File: src/rtl/flp_pkg.sv
// Shared FLP/NLP timing constants and types for the 10BASE-T link pulse
// transmitter and receiver.
package flp_pkg;

    localparam int unsigned FLP_PW_MIN   = 5;
    localparam int unsigned FLP_DATA_MIN = 5550;
    localparam int unsigned FLP_DATA_MAX = 6950;
    localparam int unsigned FLP_CLK_MIN  = 11100;
    localparam int unsigned FLP_CLK_MAX  = 13900;
    localparam int unsigned FLP_LINK_TO  = 5000000;

    typedef enum logic {
        IDLE  = 1'b0,
        BURST = 1'b1
    } state_t;

    typedef struct packed {
        logic       np;
        logic       ack;
        logic       rf;
        logic [7:0] ability;
        logic [4:0] selector;
    } code_word_t;

endpackage

File: src/rtl/flp_pulse_det.sv
// Receive-pair synchronizer and run-length qualifier: emits one pulse event
// per differential pulse that stays high for at least PW_MIN cycles.
module flp_pulse_det
    import flp_pkg::*;
#(
    parameter int unsigned PW_MIN = FLP_PW_MIN
) (
    input  logic clk,
    input  logic reset,
    input  logic rxp,
    input  logic rxn,
    output logic pulse
);

    localparam int unsigned RW = $clog2(PW_MIN + 1);
    localparam logic [RW-1:0] RUN_SAT  = RW'(PW_MIN);
    localparam logic [RW-1:0] RUN_FIRE = RW'(PW_MIN - 1);

    logic [1:0]    rxp_sync;
    logic [1:0]    rxn_sync;
    logic [RW-1:0] run;
    logic          hi;

    assign hi = rxp_sync[1] & ~rxn_sync[1];

    // Saturating run counter; the event fires on the step into saturation only.
    always_ff @(posedge clk) begin
        if (reset) begin
            rxp_sync <= '0;
            rxn_sync <= '0;
            run      <= '0;
            pulse    <= 1'b0;
        end else begin
            rxp_sync <= {rxp_sync[0], rxp};
            rxn_sync <= {rxn_sync[0], rxn};
            pulse    <= hi && (run == RUN_FIRE);
            if (!hi) begin
                run <= '0;
            end else if (run != RUN_SAT) begin
                run <= run + RW'(1);
            end
        end
    end

endmodule

File: src/rtl/flp_rx.sv
// Link pulse receiver: classifies NLPs and FLP bursts, decodes the 16-bit
// link code word and maintains the link-integrity flag.
module flp_rx
    import flp_pkg::*;
#(
    parameter int unsigned PW_MIN   = FLP_PW_MIN,
    parameter int unsigned DATA_MIN = FLP_DATA_MIN,
    parameter int unsigned DATA_MAX = FLP_DATA_MAX,
    parameter int unsigned CLK_MIN  = FLP_CLK_MIN,
    parameter int unsigned CLK_MAX  = FLP_CLK_MAX,
    parameter int unsigned LINK_TO  = FLP_LINK_TO
) (
    input  logic        clk,
    input  logic        reset,
    input  logic        Rxp,
    input  logic        Rxn,
    output logic [15:0] code_word,
    output logic        code_vld,
    output logic        nlp_det,
    output logic        burst_err,
    output logic        link_ok
);

    localparam int unsigned CW = $clog2(CLK_MAX + 1);
    localparam int unsigned LW = $clog2(LINK_TO + 1);
    localparam logic [CW-1:0] DMIN = CW'(DATA_MIN);
    localparam logic [CW-1:0] DMAX = CW'(DATA_MAX);
    localparam logic [CW-1:0] CMIN = CW'(CLK_MIN);
    localparam logic [CW-1:0] CMAX = CW'(CLK_MAX);
    localparam logic [LW-1:0] LTO    = LW'(LINK_TO);
    localparam logic [LW-1:0] LTO_M1 = LW'(LINK_TO - 1);

    logic          pulse;
    state_t        state;
    logic [CW-1:0] cnt;
    logic [CW-1:0] ival;
    logic [3:0]    bit_idx;
    logic          got_data;
    logic [14:0]   shreg;
    logic [LW-1:0] link_timer;
    logic          in_data;
    logic          in_clk;
    logic          word_done;
    logic          nlp_done;

    flp_pulse_det #(.PW_MIN(PW_MIN)) u_pulse_det (
        .clk   (clk),
        .reset (reset),
        .rxp   (Rxp),
        .rxn   (Rxn),
        .pulse (pulse)
    );

    // cnt is cleared in the pulse cycle, so the distance to the current cycle is cnt+1.
    assign ival      = cnt + CW'(1);
    assign in_data   = (ival >= DMIN) && (ival <= DMAX);
    assign in_clk    = (ival >= CMIN) && (ival <= CMAX);
    assign word_done = (state == BURST) && pulse && in_clk && (bit_idx == 4'd15);
    assign nlp_done  = (state == BURST) && !pulse && (ival == CMAX)
                       && (bit_idx == 4'd0) && !got_data;

    always_ff @(posedge clk) begin
        if (reset) begin
            state      <= IDLE;
            cnt        <= '0;
            bit_idx    <= '0;
            got_data   <= 1'b0;
            shreg      <= '0;
            code_word  <= '0;
            code_vld   <= 1'b0;
            nlp_det    <= 1'b0;
            burst_err  <= 1'b0;
            link_ok    <= 1'b0;
            link_timer <= '0;
        end else begin
            code_vld  <= 1'b0;
            nlp_det   <= 1'b0;
            burst_err <= 1'b0;

            case (state)
                IDLE: begin
                    if (pulse) begin
                        state    <= BURST;
                        cnt      <= '0;
                        bit_idx  <= '0;
                        got_data <= 1'b0;
                        shreg    <= '0;
                    end
                end
                BURST: begin
                    if (pulse) begin
                        if (in_clk) begin
                            cnt      <= '0;
                            got_data <= 1'b0;
                            if (bit_idx == 4'd15) begin
                                code_word <= {got_data, shreg};
                                code_vld  <= 1'b1;
                                state     <= IDLE;
                            end else begin
                                // Bits enter at the top so D0 lands in bit 0 after 15 shifts.
                                shreg   <= {got_data, shreg[14:1]};
                                bit_idx <= bit_idx + 4'd1;
                            end
                        end else if (in_data && !got_data) begin
                            got_data <= 1'b1;
                            cnt      <= cnt + CW'(1);
                        end else begin
                            burst_err <= 1'b1;
                            cnt       <= '0;
                            bit_idx   <= '0;
                            got_data  <= 1'b0;
                            shreg     <= '0;
                        end
                    end else if (ival == CMAX) begin
                        if ((bit_idx == 4'd0) && !got_data) begin
                            nlp_det <= 1'b1;
                        end else begin
                            burst_err <= 1'b1;
                        end
                        state <= IDLE;
                    end else begin
                        cnt <= cnt + CW'(1);
                    end
                end
                default: state <= IDLE;
            endcase

            // Link monitor: set by a good burst or NLP, cleared as the timer saturates.
            if (pulse) begin
                link_timer <= '0;
            end else if (link_timer != LTO) begin
                link_timer <= link_timer + LW'(1);
            end
            if (word_done || nlp_done) begin
                link_ok <= 1'b1;
            end else if (!pulse && (link_timer >= LTO_M1)) begin
                link_ok <= 1'b0;
            end
        end
    end

endmodule

File: config.mk
export PLATFORM = sky130hd
export DESIGN_NAME = flp_rx
export DESIGN_NICKNAME = d
export VERILOG_FILES = /design/src/rtl/flp_pkg.sv /design/src/rtl/flp_pulse_det.sv /design/src/rtl/flp_rx.sv
export SDC_FILE = /design/constraint.sdc
export NUM_CORES = 1
export LEC_CHECK = 0
export CELL_PAD_IN_SITES_DETAIL_PLACEMENT = 1
export CELL_PAD_IN_SITES_GLOBAL_PLACEMENT = 1
export CORE_MARGIN = 1.5
export CORE_UTILIZATION = 40
export CTS_CLUSTER_DIAMETER = 200
export DETAILED_ROUTE_END_ITERATION = 6
export PLACE_DENSITY_LB_ADDON = 0.08
export SLEW_MARGIN = 5
export SYNTH_ARGS = -nofsm -noshare
export SYNTH_HDL_FRONTEND = slang
export SYNTH_SLANG_ARGS = --single-unit
File: constraint.sdc
create_clock -name clk -period 4.5 [get_ports clk]
set_input_delay 0.675 -clock clk [delete_from_list [all_inputs] [get_ports clk]]
set_output_delay 0.675 -clock clk [all_outputs]
set_load 0.05 [all_outputs]
======== After elaboration in Yosys (flattened, before gate mapping) ========
Index checks and enable logic that the tools add are counted.
operators by class
  add/sub/neg operators ................... 4
  $mul .................................... 0
  divide/modulo/power cells ............... 0
  magnitude comparators ................... 5
  equal/unequal tests ..................... 10
  shift operators ......................... 0
  multiplexer cells ....................... 38
  bitwise gates (word level) .............. 7
  reductions and logical operators ........ 27
operators by type and width
  operator                                                                                count
  15-bit 2-to-1 mux                                                                       5
  14-bit 2-to-1 mux                                                                       5
  15-bit one-hot mux with 2 select lines                                                  1
  14-bit one-hot mux with 2 select lines                                                  1
  23-bit by 1-bit adder with 23-bit output (second input constant)                        1
  23-bit greater-or-equal comparator (second input constant)                              1
  23-bit inequality test (second input constant)                                          1
  4-bit 2-to-1 mux                                                                        5
  1-bit 2-to-1 mux                                                                        18
  14-bit by 1-bit adder with 14-bit output (second input constant)                        1
  14-bit == test (second input constant)                                                  1
  14-bit by 13-bit greater-or-equal comparator with 1-bit output (second input constant)  1
  14-bit greater-or-equal comparator (second input constant)                              1
  14-bit by 13-bit <= comparator with 1-bit output (second input constant)                1
  14-bit <= comparator (second input constant)                                            1
  1-bit logical AND                                                                       13
  3-bit inequality test (second input constant)                                           3
  4-bit one-hot mux with 2 select lines                                                   1
  4-bit AND reduction                                                                     2
  4-bit OR reduction                                                                      2
  1-bit NOT                                                                               6
  2-bit OR reduction                                                                      3
  4-bit by 1-bit adder with 4-bit output (second input constant)                          1
  4-bit == test (second input constant)                                                   1
  11 further kinds                                                                        15
word-level totals
  register bits ........................... 86
  bits in latches ......................... 0
  RAM bits ................................ 0
  memory bits (read-only) ................. 0
  input bits .............................. 4
  output and inout port bits .............. 20
  word-level logic and storage cells ...... 106
  memories kept ........................... 0

======== Longest topological paths before layout ========
Gate-level depths: netlist (run 1).
  depth in word-level cells ............... 8
  mapped depth ............................ 13
  mapped depth without buffers ............ 10

======== By module ========
A second synthesis (run 1) with hierarchy kept.
unflattened totals
  cell total of the unflattened synthesis .. 486
  area total of the unflattened synthesis .. 4,312.9 sq um
modules (own cells, without submodules)
  module         times used  cells an instance  area an instance (sq um)
  flp_rx         1           457                3,993.8
  flp_pulse_det  1           29                 319.1

======== Worst setup path before layout (run 1) ========
OpenSTA, ideal clock, no wires.
  kind .................................... register -> register
  from .................................... register cnt[0]
  to ...................................... register code_word[10]
  arrival ................................. 2.551 ns
  path slack .............................. 1.821 ns
  stages on the path, launching flop included .. 13
  cells stage by stage .................... dfxtp_1 ha_1 buf_2 a21oi_1 or4_1 a32o_2 nor2_2 a311oi_2 nor4_2 buf_4 buf_12 mux2i_1 nor2_1
on the way
  longest elaborated chain between the ends .. 4
ends and longest elaborated chain
  item                                                                        line           RTL
  start, declared                                                             flp_rx.sv:35   logic [CW-1:0] cnt;
  start signal, assigned                                                      flp_rx.sv:106  cnt <= cnt + CW'(1);
  start signal, assigned                                                      flp_rx.sv:122  cnt <= cnt + CW'(1);
  14-bit by 1-bit adder with 14-bit output *                                  flp_rx.sv:55   assign ival = cnt + CW'(1);
  14-bit greater-or-equal comparator or 14-bit <= comparator (tied branches)  flp_rx.sv:57   assign in_clk = (ival >= CMIN) && (ival <= CMAX);
  1-bit logical AND *                                                         flp_rx.sv:57
  4-bit AND reduction (no source line) *                                      -
  end signal, assigned                                                        flp_rx.sv:96   code_word <= {got_data, shreg};
  end, declared                                                               flp_rx.sv:17   output logic [15:0] code_word,
Mark *: on every way between the ends. The rest lies on a longest branch, timed or not.
A chain may end at the register's enable or synchronous reset.

======== Worst setup path in the final report (run 1) ========
  from .................................... register cnt[0]
  to ...................................... register cnt[3]
on the way
  longest elaborated chain between the ends .. 8
ends and longest elaborated chain
  item                                                                                                                                line                                        RTL
  14-bit by 1-bit adder with 14-bit output *                                                                                          flp_rx.sv:55, flp_rx.sv:106, flp_rx.sv:122
  14-bit by 13-bit greater-or-equal comparator with 1-bit output or 14-bit by 13-bit <= comparator with 1-bit output (tied branches)  flp_rx.sv:56                                assign in_data = (ival >= DMIN) && (ival <= DMAX);
  1-bit logical AND                                                                                                                   flp_rx.sv:56
  1-bit logical AND                                                                                                                   flp_rx.sv:104                               end else if (in_data && !got_data) begin
  14-bit 2-to-1 mux                                                                                                                   flp_rx.sv:104
  14-bit 2-to-1 mux                                                                                                                   flp_rx.sv:92                                if (in_clk) begin
  14-bit 2-to-1 mux                                                                                                                   flp_rx.sv:91                                if (pulse) begin
  14-bit one-hot mux with 2 select lines                                                                                              flp_rx.sv:80                                case (state)
Mark *: on every way between the ends. The rest lies on a longest branch, timed or not. The select of a mux whose other input is x is not followed.

==> results of run 1 <==
power by group:
part           internal [mW]  switching [mW]
sequential             0.766         0.00610
clock                  0.544           0.310
combinational         0.0137          0.0243
total                   1.32           0.340
synth_stat cells, drive strengths merged (2+ instances only):
| cell type | count | area, sq um |
|---|---|---|
| or3 | 10 | 62.56 |
| nor3 | 17 | 90.09 |
| o311ai | 2 | 35.04 |
| o32ai | 2 | 17.52 |
| a21oi | 23 | 118.9 |
| nor4b | 2 | 17.52 |
| and4 | 2 | 20.02 |
| and2 | 6 | 37.54 |
| a22oi | 4 | 30.03 |
| clkbuf | 14 | 52.55 |
| nand3b | 5 | 37.54 |
| xor2 | 15 | 131.4 |
| nor3b | 2 | 15.01 |
| ha | 10 | 125.1 |
| o21ai | 18 | 90.08 |
| o31ai | 3 | 41.29 |
| nand2 | 59 | 224.0 |
| a31oi | 8 | 50.05 |
| o211ai | 4 | 30.03 |
| or4 | 5 | 37.54 |
| o311a | 2 | 20.02 |
| buf | 24 | 178.9 |
| a32o | 2 | 21.27 |
| dfxtp | 86 | 1722 |
| nor2 | 62 | 237.7 |
| nor2b | 8 | 50.05 |
| a21boi | 2 | 15.01 |
| a311oi | 2 | 23.77 |
| nand2b | 2 | 12.51 |
| a21o | 2 | 15.01 |
| xnor2 | 18 | 165.2 |
| nor4 | 8 | 75.07 |
| nand4 | 9 | 71.32 |
| mux2i | 35 | 350.3 |
| nand4b | 4 | 35.03 |
| inv | 18 | 67.56 |
| or2 | 3 | 18.77 |
| nand3 | 44 | 225.2 |
| and3 | 6 | 37.54 |
| o22ai | 2 | 12.51 |
sequential cells by signal, summed over array words and instances (netlist names):
register,flops
bit_idx,4
burst_err,1
cnt,14
code_vld,1
code_word,16
got_data,1
link_ok,1
link_timer,23
nlp_det,1
shreg,15
state,1
u_pulse_det.pulse,1
u_pulse_det.run,3
u_pulse_det.rxn_sync,2
u_pulse_det.rxp_sync,2
critical path: cells and delay by family, from the launching register on:
kind / cells / cell delay [ns]
AO/OA/AOI/OAI: 5 / 1.19
adder cells (fa/ha/maj): 1 / 0.67
buffers and inverters: 1 / 0.26
flip-flops: 1 / 0.56
AND/OR/NAND/NOR: 2 / 1.06
through the flow:
stage / total power [mW] / util, % / instance area (sq um) / cells / hold slack [ns]
3_5_place_dp: 0.8274 / 43.44 / 5002 / 700 / 0.4379
6_report: 1.664 / 46.44 / 5348 / 716 / 0.4441
5_1_grt: 1.725 / 46.44 / 5348 / 716 / 0.4676
3_3_place_gp: 0.8262 / 43.44 / 5002 / 700 / 0.4168
2_1_floorplan: 0.8158 / - / 4751 / 564 / 0.4138
4_1_cts: 1.694 / 46.44 / 5348 / 716 / 0.4523
per-layer routing:
layer / up-vias / wire length [um] / GRT usage, %
li1: 1999 / - / -
met1: 1945 / 5842 / 26.95
met2: 60 / 5539 / 32.55
met3: 18 / 421 / 4.300
met4: 0 / 267 / 8.354
met5: - / 0 / 0
worst min path at each step:
stage | end | slack (ns) | cells after the start
floorplan | u_pulse_det.rxn_sync[1] | 0.41 | 1
global placement | u_pulse_det.rxp_sync[1] | 0.42 | 1
detailed placement | u_pulse_det.rxn_sync[1] | 0.44 | 1
CTS | u_pulse_det.rxn_sync[1] | 0.45 | 1
global route | u_pulse_det.rxp_sync[1] | 0.47 | 1
finish | u_pulse_det.rxn_sync[1] | 0.44 | 1
cell families (layout without fill, tap and decap cells):
group | count (synthesis) | in the layout | share of synthesized area (%)
buf+inv | 57 | 66 | 6.373
compound gates | 85 | 85 | 12.83
simple gates | 258 | 258 | 28.31
xor+xnor | 33 | 33 | 6.242
flops | 86 | 86 | 36.24
mux | 35 | 35 | 7.374
fa+ha+maj | 10 | 10 | 2.634
area by class of cell:
cell class	instances	area [sq um]
Multi-Input combinational cell	421	2740
Clock inverter	7	120.1
Timing Repair Buffer	31	290.3
Sequential cell	86	1722
Inverter	19	71.32
Clock buffer	9	225.2
Fill cell	1356	6168
Tap cell	143	178.9
==> out/metrics.cfg, run 1 <==
[run_status]
status = finished, final reports clean

[job]
drv_cap = 0

[clock_tree]
h-tree-depth = 3
clockRootBuffer = clkbuf_16
cts_buffers = 9
clockBufferDepth = 2
clk_pin_slew_ns = 0.06
clock-sinks = 86
cts_setup_buffers = 0
cts_tree = done
cts-hold-fix-buffers = 0
cts_resized = 0
clkLatencyLatePin_ns = 0.35

[setup_path]
crit_fanout = 20
r2r_start = cnt[0]
worstPathCellList = ha_1, a21oi_1, or4_1, a32o_2, o2111ai_2, a21oi_1, buf_4, or4_1, a21oi_1
r2r_cells = 9
critPathCapture = cnt[3]
startpoint = cnt[0]
ff2ff_setup_slack_ns = 0.68
path_common_cell = a21oi_1
endpoint_kind = register
critical-path-max-stage-delay_ns = 0.67
start_kind = register
r2r-end = cnt[3]
slowest_stage = ha_1
cp_data_arrival_time_ns = 4.10
critical_path_class = register to register
worstPathRequired_ns = 4.78

[floorplanning]
die_y_um = 112.0
coreArea_sq_um = 11520
dieArea_sq_um = 12540
die_w_um = 112.0
initial_core_util_pct = 41.25
num_rows = 39
ios = 24

[placed_design]
port_buffers = 23
gp_congestion = 0.9099
hpwl_mm = 8.519
post-place-ws_ns = 0.7014

[yosys]
synth.distinct_cells = 74
synth_area_sq_um = 4751
ys.warnings.count = 0
synth_edf_count = 0
ys_ff_latch = 86
ys.flop_type = dfxtp_1
async_reset_ff_share_pct = 0
syn_avg_cell_area_sq_um = 8.423
synthCells = 564
synth_fp_nets = 578
seq_area_frac_synth_pct = 36.24

[grt]
grt.overflow.total = 0
grtUsageTotal_pct = 20.38
grt_pass1_wl_mm = 20.39
grt_max_degree = 42
grt_pass1_vias = 4006
antenna_found_initial = 0

[detailed_routing]
drc = 0
totalWireLength_mm = 12.07
first_pass_iters = 4
via_per_inst = 5.617
via_count = 4022
wire_per_inst_um = 16.86
drt_iter0_drc = 207
antenna_left = 0

[min_path]
hold_path.class = register to register
hp-start = u_pulse_det.rxn_sync[0]

[pwr]
peakVddDrop_mv = 0.2353
powerDensity_nw_per_um2 = 311.2
p_leak_nw = 1.771

[finish]
diodes = 0
layout.nets = 582
most-common-layout-cells = dfxtp_1, nor2_1, nand2_1
mostFrequentLayoutCell = dfxtp_1
drive_gt1_share_pct = 8.551
syn_to_final_growth_pct = 12.56

[sta]
report.final.setup_viol = 0
fmax_mhz = 261.9
max-slew-margin-rel_pct = 43.57
rsz0062_at_grt = false
tightestPinTransition_ns = 0.8444
fin_crit_sh_pct = 84.86
period_needed_ns = 3.819
skew_ns = 0.009134
maxSlewViolCount = 0
hold_violations = 0
tns_ns = 0
fin_ws_ns = 0.6812

Note: power is estimated with default switching activity, not from simulation.
==> run 2: changes to the inputs <==
==> constraint.sdc (replaced) <==
create_clock -name clk -period 3.2 [get_ports clk]
set_input_delay 0.48 -clock clk [delete_from_list [all_inputs] [get_ports clk]]
set_output_delay 0.48 -clock clk [all_outputs]
set_load 0.05 [all_outputs]
==> out/metrics.cfg, run 2 (same netlist as run 1, synthesis figures left out) <==
[floorplanning]
die_w_um = 112.0  ; unchanged
dieArea_sq_um = 12540  ; unchanged
initial_core_util_pct = 41.25  ; unchanged
coreArea_sq_um = 11520  ; unchanged
num_rows = 39  ; unchanged
die_y_um = 112.0  ; unchanged
ios = 24  ; unchanged

[finish]
reg.largest.list = link_timer x23, code_word x16, shreg x15
utilization_pct = 48.07  ; +1.6 points
layout.nets = 611  ; +5.0%
mostFrequentLayoutCell = dfxtp_1
largest_reg_flops = 23  ; unchanged
most-common-layout-cells = dfxtp_1, nor2_1, nand2_1
largest_register = link_timer
drive_gt1_share_pct = 13.29  ; +4.7 points
diodes = 0  ; unchanged
syn_to_final_growth_pct = 16.51

[setup_path]
start_kind = register
endpoint_kind = register
cp_data_arrival_time_ns = 3.29  ; -0.81 ns
critical_path_class = register to register
worstPathRequired_ns = 3.47  ; -1.31 ns
crit_fanout = 13  ; -35%

[placed_design]
port_buffers = 23  ; unchanged
hpwl_mm = 9.424  ; +11%
gp_congestion = 0.8732  ; -4.0%
post-place-ws_ns = 0.1231  ; -0.5783 ns

[detailed_routing]
totalWireLength_mm = 13.11  ; +8.6%
antenna_left = 0  ; unchanged
wl_met2_mm = 6.149  ; +11%
wl_met3_um = 503  ; +19%
drt_iter0_drc = 233  ; +13%
top_layer = met4
first_pass_iters = 4  ; unchanged
via_count = 4232  ; +5.2%
wl_met1_mm = 6.129  ; +4.9%
via_per_inst = 5.681  ; +1.1%
drc = 0  ; unchanged
wire_per_inst_um = 17.60  ; +4.4%

[sta]
fmax_mhz = 331.6  ; +27%
maxSlewViolCount = 0  ; unchanged
rsz0062_at_grt = false
fin_crit_sh_pct = 94.23  ; +9.4 points
skew_ns = 0.01107  ; +0.001939 ns
tightestPinTransition_ns = 0.8141  ; -0.03024 ns
max-slew-margin-rel_pct = 45.59  ; +2.0 points
fin_ws_ns = 0.1845  ; -0.4967 ns
report.final.setup_viol = 0  ; unchanged
tns_ns = 0  ; unchanged
period_needed_ns = 3.015  ; -0.8033 ns
hold_violations = 0  ; unchanged

[clock_tree]
h-tree-depth = 3  ; unchanged
clkLatencyLatePin_ns = 0.35  ; about the same
clk_pin_slew_ns = 0.07  ; about the same
cts_tree = done
cts_buffers = 9  ; unchanged
clock-sinks = 86  ; unchanged
clockRootBuffer = clkbuf_16
cts-hold-fix-buffers = 0  ; unchanged
clockBufferDepth = 2  ; unchanged

[grt]
grt_max_degree = 41  ; -2.4%
grtUsageTotal_pct = 21.95  ; +1.6 points
grt_pass1_wl_mm = 22.05  ; +8.2%
antenna_found_initial = 0  ; unchanged
grt_pass1_vias = 4285  ; +7.0%
grt.overflow.total = 0  ; unchanged

[pwr]
peakVddDrop_mv = 0.3000  ; +27%
powerDensity_nw_per_um2 = 385.2  ; +24%
p_leak_nw = 1.911  ; +7.9%

[run_status]
status = finished, final reports clean

[job]
drv_cap = 0  ; unchanged

[min_path]
hold_path.class = register to register

==> run 2: power breakdown <==
part           internal (mW)  total, mW  switching [mW]
Clock                  0.532      0.994           0.462
Combinational         0.0192     0.0528          0.0336
Sequential              1.08       1.09         0.00829
Total                   1.63       2.13           0.504
==> run 2: per-layer routing <==
metal  up-vias  GRT usage [%]
li1       2058              -
met4         0          7.848
met2        80          35.64
met3        26          5.498
met1      2068          28.47
met5         -              0
==> run 2: timing repair <==
action	in CTS	in global routing
resized for setup	0	4
buffers inserted	0	3
setup endpoints to repair	0	5
==> run 2: final cells by class <==
class	instances	area, sq um
Inverter	19	71.32
Clock buffer	10	229.0
Tap cell	143	178.9
Fill cell	1362	5981
Sequential cell	86	1722
Clock inverter	6	45.04
Multi-Input combinational cell	421	2769
Timing Repair Buffer	60	520.5
==> run 2: critical path, stage by stage, from the launching register on <==
cell and delay, ns:
dfxtp_1 0.49, nand4_4 0.27, or4_1 0.63, a32o_2 0.31, o2111ai_2 0.29, a21oi_1 0.22, buf_4 0.23, or3_1 0.31
o211ai_1 0.18
==> run 2: worst paths after layout <==
path / from / to / slack, ns / cells after the start
max: cnt[3] / cnt[9] / 0.18 / 8
min: u_pulse_det.rxn_sync[0] / u_pulse_det.rxn_sync[1] / 0.45 / 1
max reg2reg: cnt[3] / cnt[9] / 0.18 / 8
min reg2reg: u_pulse_det.rxn_sync[0] / u_pulse_det.rxn_sync[1] / 0.45 / 1
==> run 2: stage by stage <==
| step | hold WS (ns) | area, sq um | std cells | power [mW] |
|---|---|---|---|---|
| 3_5_place_dp | 0.4358 | 5210 | 726 | 1.163 |
| 6_report | 0.4546 | 5535 | 745 | 2.132 |
| 3_3_place_gp | 0.4171 | 5210 | 726 | 1.161 |
| 4_1_cts | 0.4617 | 5484 | 742 | 2.157 |
| 5_1_grt | 0.4844 | 5535 | 745 | 2.208 |
| 2_1_floorplan | 0.4138 | 4751 | 564 | 1.147 |
==> run 3: changes to the inputs <==
--- a/config.mk
+++ b/config.mk
@@ -7,6 +7,7 @@
 export LEC_CHECK = 0
 export CELL_PAD_IN_SITES_DETAIL_PLACEMENT = 1
 export CELL_PAD_IN_SITES_GLOBAL_PLACEMENT = 1
+export CORE_ASPECT_RATIO = 2
 export CORE_MARGIN = 1.5
 export CORE_UTILIZATION = 40
 export CTS_CLUSTER_DIAMETER = 200
==> out/metrics.cfg, run 3 (same netlist as run 1, synthesis figures left out) <==
[clock_tree]
cts_buffers = 9  ; unchanged
cts_tree = done
clockBufferDepth = 2  ; unchanged
clk_pin_slew_ns = 0.06  ; about the same
cts-hold-fix-buffers = 0  ; unchanged
clkLatencyLatePin_ns = 0.34  ; about the same
h-tree-depth = 3  ; unchanged
clockRootBuffer = clkbuf_16
clock-sinks = 86  ; unchanged

[pwr]
peakVddDrop_mv = 0.2927  ; -2.4%
intPower_mw = 1.774  ; +9.0%
p_switching_uw = 469.3  ; -6.9%
p_seq_share_pct = 48.4  ; -2.5 points
combPwrFrac_pct = 2.4  ; about the same
swShare_pct = 20.92  ; -2.7 points
p_leak_nw = 1.849  ; -3.2%
powerDensity_nw_per_um2 = 410.0  ; +6.4%
pwr-share-clk_pct = 49.2  ; +2.6 points

[finish]
syn_to_final_growth_pct = 15.17
drive_gt1_share_pct = 11.56  ; -1.7 points
nFillCells = 1419  ; +4.2%
fin_cells = 733  ; -1.6%
design_area_sq_um = 5472  ; -1.2%
largest_register = link_timer
layout.nets = 599  ; -2.0%
largest_reg_flops = 23  ; unchanged
mostFrequentLayoutCell = dfxtp_1
most-common-layout-cells = dfxtp_1, nor2_1, nand2_1
reg.largest.list = link_timer x23, code_word x16, shreg x15
diodes = 0  ; unchanged

[grt]
grtUsageTotal_pct = 22.57  ; +0.62 points
grt_max_degree = 41  ; unchanged
grt.overflow.total = 0  ; unchanged
grt_pass1_wl_mm = 21.71  ; -1.6%
antenna_found_initial = 0  ; unchanged
grt_pass1_vias = 4409  ; +2.9%

[detailed_routing]
antenna_left = 0  ; unchanged
first_pass_iters = 4  ; unchanged
wire_per_inst_um = 18.46  ; +4.9%
totalWireLength_mm = 13.53  ; +3.2%
via_count = 4151  ; -1.9%
drc = 0  ; unchanged
via_per_inst = 5.663  ; -0.31%
drt_iter0_drc = 129  ; -45%

[sta]
fin_crit_sh_pct = 94.24  ; about the same
tns_ns = 0  ; unchanged
max-slew-margin-rel_pct = 35.19  ; -10 points
tightestPinTransition_ns = 0.9600  ; +0.1458 ns
period_needed_ns = 3.016  ; +0.0001390 ns
report.final.setup_viol = 0  ; unchanged
rsz0062_at_grt = false
skew_ns = 0.01189  ; +0.0008159 ns
maxSlewViolCount = 0  ; unchanged
fmax_mhz = 331.6  ; about the same
hold_violations = 0  ; unchanged

[setup_path]
critical_path_class = register to register
crit_fanout = 20  ; +7
worstPathRequired_ns = 3.45  ; -0.02 ns
endpoint_kind = register
start_kind = register
cp_data_arrival_time_ns = 3.27  ; -0.02 ns

[floorplanning]
coreArea_sq_um = 11630  ; +1.0%
initial_core_util_pct = 40.85  ; -0.41 points
die_w_um = 80.06  ; -29%
die_y_um = 157.1  ; +40%
ios = 24  ; unchanged
num_rows = 56  ; +44%
dieArea_sq_um = 12580  ; +0.32%

[run_status]
status = finished, final reports clean

[placed_design]
dpl_cell_area_sq_um = 5157  ; -1.0%
gp_congestion = 0.8872  ; +1.6%
dp.cells = 719  ; -0.96%
hpwl_mm = 10.26  ; +8.9%
port_buffers = 23  ; unchanged

[job]
drv_cap = 0  ; unchanged

[min_path]
hold_path.class = register to register

[run 3: cell types whose count changed in the layout (fill, tap and decap cells not counted), moves of 2 or more]
cell and change:
buf_4 -13, bufinv_16 +2, clkinv_2 -2, dfxtp_1 -3, dfxtp_2 +3
[run 3: path summary, 6_finish.rpt]
kind	from	cells past startpoint	slack, ns	to
max	cnt[0]	11	0.18	bit_idx[3]
min reg2reg	u_pulse_det.rxn_sync[0]	1	0.45	u_pulse_det.rxn_sync[1]
min	u_pulse_det.rxn_sync[0]	1	0.45	u_pulse_det.rxn_sync[1]
max reg2reg	cnt[0]	11	0.18	bit_idx[3]
[run 3: metal layers]
metal / vias to the layer above / routed length (um) / share of wire (%) / global-route usage [%]
met5: - / 0 / 0 / 0
met4: 0 / 691 / 5.1 / 12.81
met3: 42 / 262 / 1.9 / 3.072
met2: 65 / 7662 / 57 / 44.30
met1: 2014 / 4914 / 36 / 21.28
li1: 2030 / - / - / -
[run 3: per-stage QoR]
step	hold WS [ns]	power (mW)	utilization (%)	setup slack, ns
global placement	0.4194	1.162	44.34	0.1872
global route	0.4693	2.322	47.04	0.06204
finish	0.4498	2.243	47.04	0.1844
CTS	0.4571	2.269	47.00	0.1138
detailed placement	0.4409	1.165	44.34	0.1264
floorplan	0.4138	1.147	-	0.5211
[run 3: area by class of cell]
| class | instances | area [sq um] | area share, % |
|---|---|---|---|
| Tap cell | 145 | 181.4 | 3.316 |
| Multi-Input combinational cell | 421 | 2741 | 50.10 |
| Clock buffer | 9 | 225.2 | 4.116 |
| Timing Repair Buffer | 48 | 442.9 | 8.095 |
| Sequential cell | 86 | 1725 | 31.53 |
| Clock inverter | 5 | 83.83 | 1.532 |
| Inverter | 19 | 71.32 | 1.303 |
[run 3: worst max-delay path: stages (launching register included)]
cell and delay [ns]:
dfxtp_1 0.32, buf_4 0.19, nand2_2 0.17, nor3_1 0.10, buf_4 0.15, o311ai_0 0.79, a311oi_2 0.20, buf_4 0.20
nor3_2 0.15, buf_4 0.29, o21ai_1 0.12, a221oi_2 0.27
[run 3: repair_timing]
action                                  in CTS  in global routing
buffers inserted                             0                  0
hold endpoints to repair                     0                  0
endpoints found under the setup margin       0                  4
resized for setup                            0                  4
[run 3: power groups by stage]
stage          registers [mW]  clock network (mW)  logic (mW)
6_report                 1.09                1.10      0.0539
3_5_place_dp             1.11                   0      0.0550
5_1_grt                  1.09                1.17      0.0610
4_1_cts                  1.09                1.13      0.0549
2_1_floorplan            1.11                   0      0.0422
3_3_place_gp             1.11                   0      0.0524
